==> src/rtl/writeback_queue.sv <==
// Writeback queue: merges up to two producer results per cycle into an
// ordered buffer that drains through two register-file write ports.
module writeback_queue #(
    parameter int SIZE           = 32,
    parameter int REGISTER_COUNT = 31,
    parameter int SOURCE_COUNT   = 4,
    parameter int DEPTH          = 8,
    localparam int IW            = $clog2(REGISTER_COUNT),
    localparam int PW            = $clog2(DEPTH),
    localparam int CW            = PW + 1
) (
    input  logic                                clock,
    input  logic                                reset,
    input  logic [SOURCE_COUNT-1:0]             source_valid,
    input  logic [SOURCE_COUNT-1:0][IW-1:0]     source_index,
    input  logic [SOURCE_COUNT-1:0][SIZE-1:0]   source_data,
    output logic [SOURCE_COUNT-1:0]             source_ready,
    output logic [1:0]                          write_enable,
    output logic [1:0][IW-1:0]                  write_index,
    output logic [1:0][SIZE-1:0]                write_data,
    output logic [REGISTER_COUNT-1:0]           pending,
    output logic [CW-1:0]                       count
);

    logic [IW-1:0]   mem_index [DEPTH];
    logic [SIZE-1:0] mem_data  [DEPTH];

    logic [PW-1:0] head, tail, head_next;
    logic [CW-1:0] count_q, space;
    logic [1:0]    limit, n_acc, n_iss;
    logic [IW-1:0]   e0_index, e1_index;
    logic [SIZE-1:0] e0_data, e1_data;
    logic [REGISTER_COUNT-1:0] pending_c;
    logic we0, we1;

    assign space = CW'(DEPTH) - count_q;
    assign limit = (space >= CW'(2)) ? 2'd2 : space[1:0];

    // Fixed priority grant; at most 'limit' lowest valid sources accepted.
    always_comb begin
        logic [1:0] seen;
        seen         = '0;
        n_acc        = '0;
        source_ready = '0;
        e0_index     = '0;
        e0_data      = '0;
        e1_index     = '0;
        e1_data      = '0;
        for (int i = 0; i < SOURCE_COUNT; i++) begin
            source_ready[i] = !reset && (seen < limit);
            if (source_valid[i] && source_ready[i]) begin
                if (n_acc == 2'd0) begin
                    e0_index = source_index[i];
                    e0_data  = source_data[i];
                end else begin
                    e1_index = source_index[i];
                    e1_data  = source_data[i];
                end
                n_acc = n_acc + 2'd1;
            end
            if (source_valid[i] && seen < 2'd2)
                seen = seen + 2'd1;
        end
    end

    assign head_next = head + PW'(1);
    assign we0 = !reset && (count_q >= CW'(1));
    assign we1 = !reset && (count_q >= CW'(2))
                 && (mem_index[head_next] != mem_index[head]);
    assign n_iss = {1'b0, we0} + {1'b0, we1};

    assign write_enable   = {we1, we0};
    assign write_index[0] = we0 ? mem_index[head] : '0;
    assign write_data[0]  = we0 ? mem_data[head] : '0;
    assign write_index[1] = we1 ? mem_index[head_next] : '0;
    assign write_data[1]  = we1 ? mem_data[head_next] : '0;
    assign count          = reset ? '0 : count_q;

    always_comb begin
        logic [PW-1:0] off;
        pending_c = '0;
        for (int s = 0; s < DEPTH; s++) begin
            off = PW'(s) - head;
            if (CW'(off) < count_q) begin
                for (int j = 0; j < REGISTER_COUNT; j++) begin
                    if (mem_index[s] == IW'(j))
                        pending_c[j] = 1'b1;
                end
            end
        end
    end

    assign pending = reset ? '0 : pending_c;

    always_ff @(posedge clock) begin
        if (reset) begin
            head    <= '0;
            tail    <= '0;
            count_q <= '0;
        end else begin
            head    <= head + PW'(n_iss);
            tail    <= tail + PW'(n_acc);
            count_q <= count_q + CW'(n_acc) - CW'(n_iss);
        end
    end

    // Entry storage needs no reset; validity comes from head/count.
    always_ff @(posedge clock) begin
        if (n_acc != 2'd0) begin
            mem_index[tail] <= e0_index;
            mem_data[tail]  <= e0_data;
        end
        if (n_acc == 2'd2) begin
            mem_index[tail + PW'(1)] <= e1_index;
            mem_data[tail + PW'(1)]  <= e1_data;
        end
    end

endmodule

==> config.mk <==
export PLATFORM = sky130hd
export DESIGN_NAME = writeback_queue
export DESIGN_NICKNAME = d
export VERILOG_FILES = /design/src/rtl/writeback_queue.sv
export SDC_FILE = /design/constraint.sdc
export NUM_CORES = 1
export LEC_CHECK = 0
export CAP_MARGIN = 20
export CORE_ASPECT_RATIO = 1.5
export CORE_MARGIN = 5
export CORE_UTILIZATION = 30
export DETAILED_ROUTE_END_ITERATION = 7
export SETUP_SLACK_MARGIN = 0.2
export SKIP_CTS_REPAIR_TIMING = 1
export SYNTH_ARGS = -nofsm -noshare
export SYNTH_HDL_FRONTEND = slang
export SYNTH_SLANG_ARGS = --single-unit
==> constraint.sdc <==
create_clock -name clock -period 8.7 [get_ports clock]
set_input_delay 1.74 -clock clock [delete_from_list [all_inputs] [get_ports clock]]
set_output_delay 1.74 -clock clock [all_outputs]
set_load 0.01 [all_outputs]
Word-level counts from Yosys, hierarchy flattened
Memories as Yosys holds them, arrays and structs flattened. A register that Yosys moved wholly into a read port is not among the register bits. Cells that the tools add are included. Widths: inputs -> output; s select.

Bits in latches: 0. RAM bits: 296. Memories: 2. Bits in registers: 10. Memory bits (read-only): 0. Output and inout port bits: 115. Word-level logic and storage cells: 613.

Memory list: mem_data (words 8, width 32, rd ports 2, clocked after Yosys merged registers in 1, write ports 2, line 26) `logic [SIZE-1:0] mem_data [DEPTH];`; mem_index (words 8, width 5, rd ports 10, clocked after Yosys merged registers in 1, write ports 2, line 25) `logic [IW-1:0] mem_index [DEPTH];`.

Mux-type cells: 302. Equal/unequal tests: 242. $add $sub $neg: 21. Bitwise operators: 0. Reduce and logical (&&, ||, !) cells: 26. Order comparisons: 17. Divide/modulo/power cells: 0. Multiply operators: 0. Shifts and indexed selects: 0.

Operators with widths (number): $eq 5x5->1 const B (120); $mux 32 (15); $eq 5x4->1 const B (64); $mux 31 (9); $mux 1 (254); $eq 5x3->1 const B (32); $eq 5x2->1 const B (16); $mux 5 (15); $eq 5x1->1 const B (8); $logic_not 5->1 (8); $lt 3x4->1 (8); $logic_and 1x1->1 (13); $mux 2 (6); $sub 3x3->3 const A (4); $add 2x1->2 const B (4); $ge 4x2->1 const B (2); $add 3x1->3 const B (2); $add 3x2->3 (2); $logic_not 2->1 (3); $lt 2x2->1 (3); $mux 3 (2); $sub 1x3->3 const A (2); $sub 2x3->3 const A (2); $ne 5x5->1 (1); other kinds (12) (13).

Depth between registers and ports, before layout
Gate-level depths: netlist of run 1. An unclocked memory read counts as a cell.

Depth after elaboration: 19. Depth in mapped cells: 25. Mapped depth without buffers: 22.

Least setup slack after synthesis of run 1
OpenSTA, ideal clock, no wires.

Path type: in2reg. From: input port reset. To: memory mem_data[0][0], enable pin. Arrival time: 6628 ps. Stages: 11. Slack: 1583 ps. Path through: a21oi_1 clkbuf_1 and2_1 inv_1 ha_1 clkbuf_1 a311o_1 and2_1 mux2i_1 or2_2 o32ai_1.

RTL lines: start: declaration (line 13) `input logic reset,`; end: declaration (line 26).

Final worst setup path of run 1
From: register head[0]. To: output port pending[3].

Longest elaborated chain between the ends: 18.

RTL lines: start: declaration (line 28) `logic [PW-1:0] head, tail, head_next;`; start signal: assignment (line 101) `head <= head + PW'(n_iss);`; $sub 1x3->3 (line 83) `off = PW'(s) - head;`; $lt 3x4->1 (line 84) `if (CW'(off) < count_q) begin`; $mux 31 (line 84); $mux 1 (line 86) `if (mem_index[s] == IW'(j))`; $mux 31 (line 84); $mux 1 (line 86); $mux 31 (line 84); $mux 1 (line 86); [... 2 more ...]; $mux 31 (line 84); $mux 1 (line 86); $mux 31 (line 84); $mux 1 (line 86); $mux 31 (line 84); $mux 1 (line 86); $mux 31 (*) (line 84); $mux 31 (*) (line 93) `assign pending = reset ? '0 : pending_c;`; end: declaration (line 21) `output logic [REGISTER_COUNT-1:0] pending,`.

Mark *: on every way between the ends. The rest lies on a longest branch, timed or not.

==> results of run 1 <==
cells by family after synthesis:
| logic type | after synthesis | synth area share [%] |
|---|---|---|
| AO/OA/AOI/OAI | 750 | 24.9 |
| AND/OR/NAND/NOR | 703 | 13.1 |
| flip-flops | 306 | 38.7 |
| buffers and inverters | 290 | 6.31 |
| multiplexers | 225 | 14.1 |
| adder cells (fa/ha/maj) | 39 | 2.20 |
| XOR/XNOR | 19 | 0.708 |
state kept, by name, indices dropped and copies added (netlist names):
| register | flops |
|---|---|
| count_q | 4 |
| head | 3 |
| mem_data | 256 |
| mem_index | 40 |
| tail | 3 |
area by class of cell:
| cell class | instances | share of cell area, % |
|---|---|---|
| Clock inverter | 21 | 0.696 |
| Tap cell | 1016 | 4.56 |
| Sequential cell | 306 | 32.6 |
| Inverter | 39 | 0.525 |
| Antenna cell | 4 | 0.0359 |
| Clock buffer | 32 | 2.64 |
| Timing Repair Buffer | 328 | 11.3 |
| Multi-Input combinational cell | 1736 | 47.7 |
layout by cell type, fill, tap and decap left out, types with 6 or more instances in the layout:
master           instances
xor2_1                   6
o32ai_1                 11
o21ai_0                 20
nor3_1                  19
dfxtp_1                  9
clkinv_1                 8
clkdlybuf4s50_1        266
buf_4                   59
mux2i_1                140
nor2_4                   7
and2_1                   6
ha_1                    34
inv_1                   36
a22oi_1                191
clkbuf_16               29
nand2b_1                31
nand2_1                390
o211ai_1                15
o221ai_1               296
a31oi_1                 14
o31ai_4                  8
a211oi_1                 6
xnor2_1                 12
nor2b_1                 22
nor4_1                  12
a21oi_1                 57
o21bai_4                 8
and3_1                  34
mux4_2                  84
a21o_1                   6
nor2_1                 122
edfxtp_1               296
or2_2                   14
o22ai_1                 60
nand3_1                 20
worst min path at each step:
stage                            start            endpoint
global route        tail[2]$_SDFF_PP0_  tail[2]$_SDFF_PP0_
finish              tail[2]$_SDFF_PP0_  tail[2]$_SDFF_PP0_
CTS                 tail[2]$_SDFF_PP0_  tail[2]$_SDFF_PP0_
detailed placement  tail[2]$_SDFF_PP0_  tail[2]$_SDFF_PP0_
floorplan           head[0]$_SDFF_PP0_  head[0]$_SDFF_PP0_
global placement    tail[2]$_SDFF_PP0_  tail[2]$_SDFF_PP0_
per-stage QoR:
step           std cells  power [mW]
5_1_grt             3480        9.91
4_1_cts             3476        9.40
2_1_floorplan       2332        5.89
3_3_place_gp        3423        8.00
6_report            3482        9.50
3_5_place_dp        3423        8.11
worst max-delay path: stages, from the launching register on:
cell and delay (ns):
dfxtp_4 0.77, ha_1 0.45, xor2_4 0.54, buf_4 0.53
inv_2 0.09, ha_1 0.30, a21oi_1 0.12, o211ai_1 0.83
o32ai_1 0.18, a311oi_1 0.31, a41oi_1 0.18, clkdlybuf4s50_1 0.53
layer usage:
layer  GRT usage [%]  share of wire (%)
met5               0             0.0099
met4            16.0                7.6
met3            4.10                9.2
met2            43.5                 49
met1            28.1                 34
power by group through the flow:
stage	registers, mW	logic (mW)	clock network [mW]
floorplan	2.36	3.53	0
detailed placement	2.54	5.57	0
finish	2.52	5.69	1.30
global route	2.55	6.01	1.35
CTS	2.51	5.59	1.30
global placement	2.52	5.49	0
==> out/metrics.cfg, run 1 <==
[floorplanning]
die_width_um=238
floorplan.core_area_um2=77600
num_io_pins=269
std_cell_rows=125
initial_core_util_pct=30.3
design.die.area_um2=84100
chipHeight_um=353

[route]
drc=0
routed-via-count=23122
initialDrtViolationCount=2775
via_per_inst=6.64
antenna_violating_nets_post_route=0
drt_first_pass_iters=6
routedWlPerCell_um=31.8
wirelength_mm=111

[worst_setup_path]
worst-endpoint-arrival_ns=5.44
critical_path.startpoint=head[0]$_SDFF_PP0_
critical_path.max_fanout=43
worst_ep_required_time_ns=6.96
r2r_path_end=mem_data[3][13]$_DFFE_PP_
timing.critical_path.to=pending[3]
worst_r2r_path_cells=19
critPathLaunchType=flip-flop
path_class=reg2out
rrSetupSlack_ns=2.25
regToRegStartpoint=count_q[0]$_SDFF_PP0_
cp_endpoint_kind=output pin

[grt]
grt_remaining_overflow=0
first_global_vias=23451
wire_length_of_the_first_global_routing_pass_mm=159
antenna_found_initial=7
grt_max_degree=69
grt.total_usage_pct=25.0

[sta]
tightestPinTransition_ns=1.20
timing.hold.ws_ns=0.735
fin_crit_ns=7.18
layout_setup_ws_ns=1.52
final-max-slew-violation-count=0
finalHoldViolCount=0
setup_repair_after_global_routing_missed_its_margin=no
timing.final.crit_share_pct=82.5
max_freq_ghz=0.139
final_setup_tns_ns=0
slew-limit-headroom_pct=20.3
fin_skew_ns=0.00799
report.final.setup_viol=0

[cts]
h-tree-depth=1
cts.path.max_buffers=3
cts_buffers=29
insertion_delay_ns=0.58
worst_setup_hold_path_clk_slew_ns=0.07
tritoncts=built
cts-root-buf=clkbuf_16
cts_sinks=306

[layout]
syn_to_final_growth_pct=18.7
nets=2633
multi_input_logic_area_um2=13300
fin_util_pct=35.9
final_design_area_no_fill_um2=27900
area.sequential_um2=9090
final_layout_size_suffix_gt1_share_pct=10.1
layout.filler_cells=7783

[pwr]
pwr-share-comb_pct=59.9
switchingPower_mw=4.39
internal-power_mw=5.12
switching_share_pct=46.2
p_seq_share_pct=26.5
cellLeakagePower_nw=8.54
worst_ir_drop_vdd_mv=0.167
power-per-cell-area_nw_per_um2=341
clockPowerShare_pct=13.6

[placement]
buffer_ports.inserted=268
gpl.final_weighted_congestion=0.978
detailed_place.area_um2=26900
dp.final_hpwl_mm=73.4
pre_cts_slack_ns=2.11

[synthesis]
synth_top_cell_by_area=edfxtp_1
synth_enable_flop_cells=296
syn-num-nets=2525
synth.top_cells.by_area=edfxtp_1 (38%), o221ai_1 (11%), mux4_2 (8.1%)
yosys_warnings=0
yosys.cell_count.top_type=nand2_1
syn_area_per_cell_um2=10.1
area_of_the_mapped_netlist_um2=23500
ys_async_sr_fraction_pct=0
ys_ff_latch=306
synth.distinct_cells=72
synthesis.instances=2332
netlist_top_cells_count=nand2_1 (390), o221ai_1 (300), edfxtp_1 (296)
synth-seq-area-share_pct=38.7
synth-main-ff-cell=edfxtp_1
synth_largest_type_area_fraction_pct=37.8

[hold_path]
hold_class=reg2reg
worst_hold_path.num_cells=2

[run]
maxCapViolCount=0

[status]
run_status=finished, final reports clean

Power figures use the tool's default switching activity.
==> run 2, diff against run 1 <==
clock period = 7.5 ns   (was 8.7 ns; I/O delays follow)
==> out/metrics.cfg, run 2 (synthesized netlist as in run 1, its figures left out) <==
[status]
run_status=finished, final reports clean

[sta]
report.final.setup_viol=0
fin_skew_ns=0.0229
fin_crit_ns=6.61
tightestPinTransition_ns=1.23
layout_setup_ws_ns=0.892
final-max-slew-violation-count=0
setup_repair_after_global_routing_missed_its_margin=no
slew-limit-headroom_pct=18.0
final_setup_tns_ns=0
finalHoldViolCount=0
max_freq_ghz=0.151
timing.final.crit_share_pct=88.1

[route]
antenna_violating_nets_post_route=0
via_per_inst=6.66
initialDrtViolationCount=2842
routedWlPerCell_um=31.7
drt_first_pass_iters=6
routed-via-count=23196
wirelength_mm=110
drc=0

[layout]
final_design_area_no_fill_um2=28100
top_library_cells_by_usage_in_the_layout_fill_and_taps_aside=nand2_1 (390), o221ai_1 (296), edfxtp_1 (296), clkdlybuf4s50_1 (266), a22oi_1 (191)
syn_to_final_growth_pct=19.7
layout.filler_cells=7742
largest_registers=mem_data: 256 flops, mem_index: 40 flops, count_q: 4 flops
number_of_standard_cells_in_the_layout_taps_in_and_fillers_out=3481
regMostFlops=mem_data
largest_register_ff_count=256
mostFrequentLayoutCell=nand2_1
nets=2632
final_layout_size_suffix_gt1_share_pct=10.4

[pwr]
switchingPower_mw=5.12
cellLeakagePower_nw=8.64
power-per-cell-area_nw_per_um2=400
p_seq_share_pct=25.8
pwr-share-comb_pct=59.1
internal-power_mw=6.12
clockPowerShare_pct=15.1
fin_total_pwr_mw=11.2
switching_share_pct=45.6
worst_ir_drop_vdd_mv=0.207

[cts]
cts-root-buf=clkbuf_16
insertion_delay_ns=0.59
cts_sinks=306
tritoncts=built
cts_buffers=29
worst_setup_hold_path_clk_slew_ns=0.08
cts.path.max_buffers=3
h-tree-depth=1

[floorplanning]
chipHeight_um=353
initial_core_util_pct=30.3
num_io_pins=269
std_cell_rows=125
design.die.area_um2=84100
die_width_um=238
floorplan.core_area_um2=77600

[grt]
grt_remaining_overflow=0
antenna_found_initial=3
wire_length_of_the_first_global_routing_pass_mm=158
grt.total_usage_pct=24.8
first_global_vias=23518
grt_max_degree=75

[placement]
pre_cts_slack_ns=1.43
gpl.final_weighted_congestion=0.995
dp_cells=3421
detailed_place.area_um2=27000
buffer_ports.inserted=268
dp.final_hpwl_mm=73.2

[worst_setup_path]
path_class=reg2out
critical_path.max_fanout=33
worst_r2r_path_cells=15
cp_endpoint_kind=output pin
worst_ep_required_time_ns=6.00
critPathLaunchType=flip-flop
worst-endpoint-arrival_ns=5.11
rrSetupSlack_ns=1.50

[hold_path]
hold_class=reg2reg
worst_hold_path.num_cells=2

[run]
maxCapViolCount=0

run 2: final cells by class:
| class | count | area, um^2 | share of cell area (%) |
|---|---|---|---|
| Sequential cell | 306 | 9090 | 32.3 |
| Antenna cell | 3 | 7.51 | 0.0267 |
| Tap cell | 1016 | 1270 | 4.52 |
| Timing Repair Buffer | 327 | 3240 | 11.5 |
| Clock inverter | 24 | 345 | 1.23 |
| Multi-Input combinational cell | 1736 | 13300 | 47.3 |
| Inverter | 39 | 146 | 0.521 |
| Clock buffer | 30 | 729 | 2.59 |
run 2: power by group through the flow:
stage | combinational, mW | sequential [mW] | clock (mW)
6_report | 6.64 | 2.90 | 1.70
3_3_place_gp | 6.37 | 2.91 | 0
3_5_place_dp | 6.49 | 2.94 | 0
4_1_cts | 6.52 | 2.90 | 1.71
2_1_floorplan | 4.10 | 2.74 | 0
5_1_grt | 7.00 | 2.94 | 1.76
run 2: metrics by stage:
| stage | hold slack [ns] | util [%] |
|---|---|---|
| floorplan | 0.583 | - |
| global placement | 0.606 | 34.6 |
| detailed placement | 0.608 | 34.8 |
| CTS | 0.624 | 36.1 |
| global route | 0.685 | 36.2 |
| finish | 0.629 | 36.2 |
run 2: worst paths after layout:
| kind | endpoint | startpoint |
|---|---|---|
| max | pending[3] | head[1]$_SDFF_PP0_ |
| min | head[2]$_SDFF_PP0_ | head[2]$_SDFF_PP0_ |
| max reg2reg | mem_data[7][20]$_DFFE_PP_ | count_q[0]$_SDFF_PP0_ |
| min reg2reg | head[2]$_SDFF_PP0_ | head[2]$_SDFF_PP0_ |
run 2: per-layer routing:
metal,part of all wire [%],up-vias,GRT usage (%)
met5,0,-,0
met4,7.0,0,14.8
met3,9.5,433,3.60
met2,49,1836,42.8
met1,35,11338,29.0
li1,-,9589,-
run 2: worst max-delay path, cell delays in order (launching register included):
cell	delay, ns
dfxtp_1	0.60
inv_2	0.25
ha_4	0.75
inv_1	0.12
ha_1	0.31
a21o_1	0.15
a21oi_1	0.14
o211ai_1	0.91
o32ai_1	0.20
a311oi_1	0.40
a41oi_1	0.17
clkdlybuf4s50_1	0.52
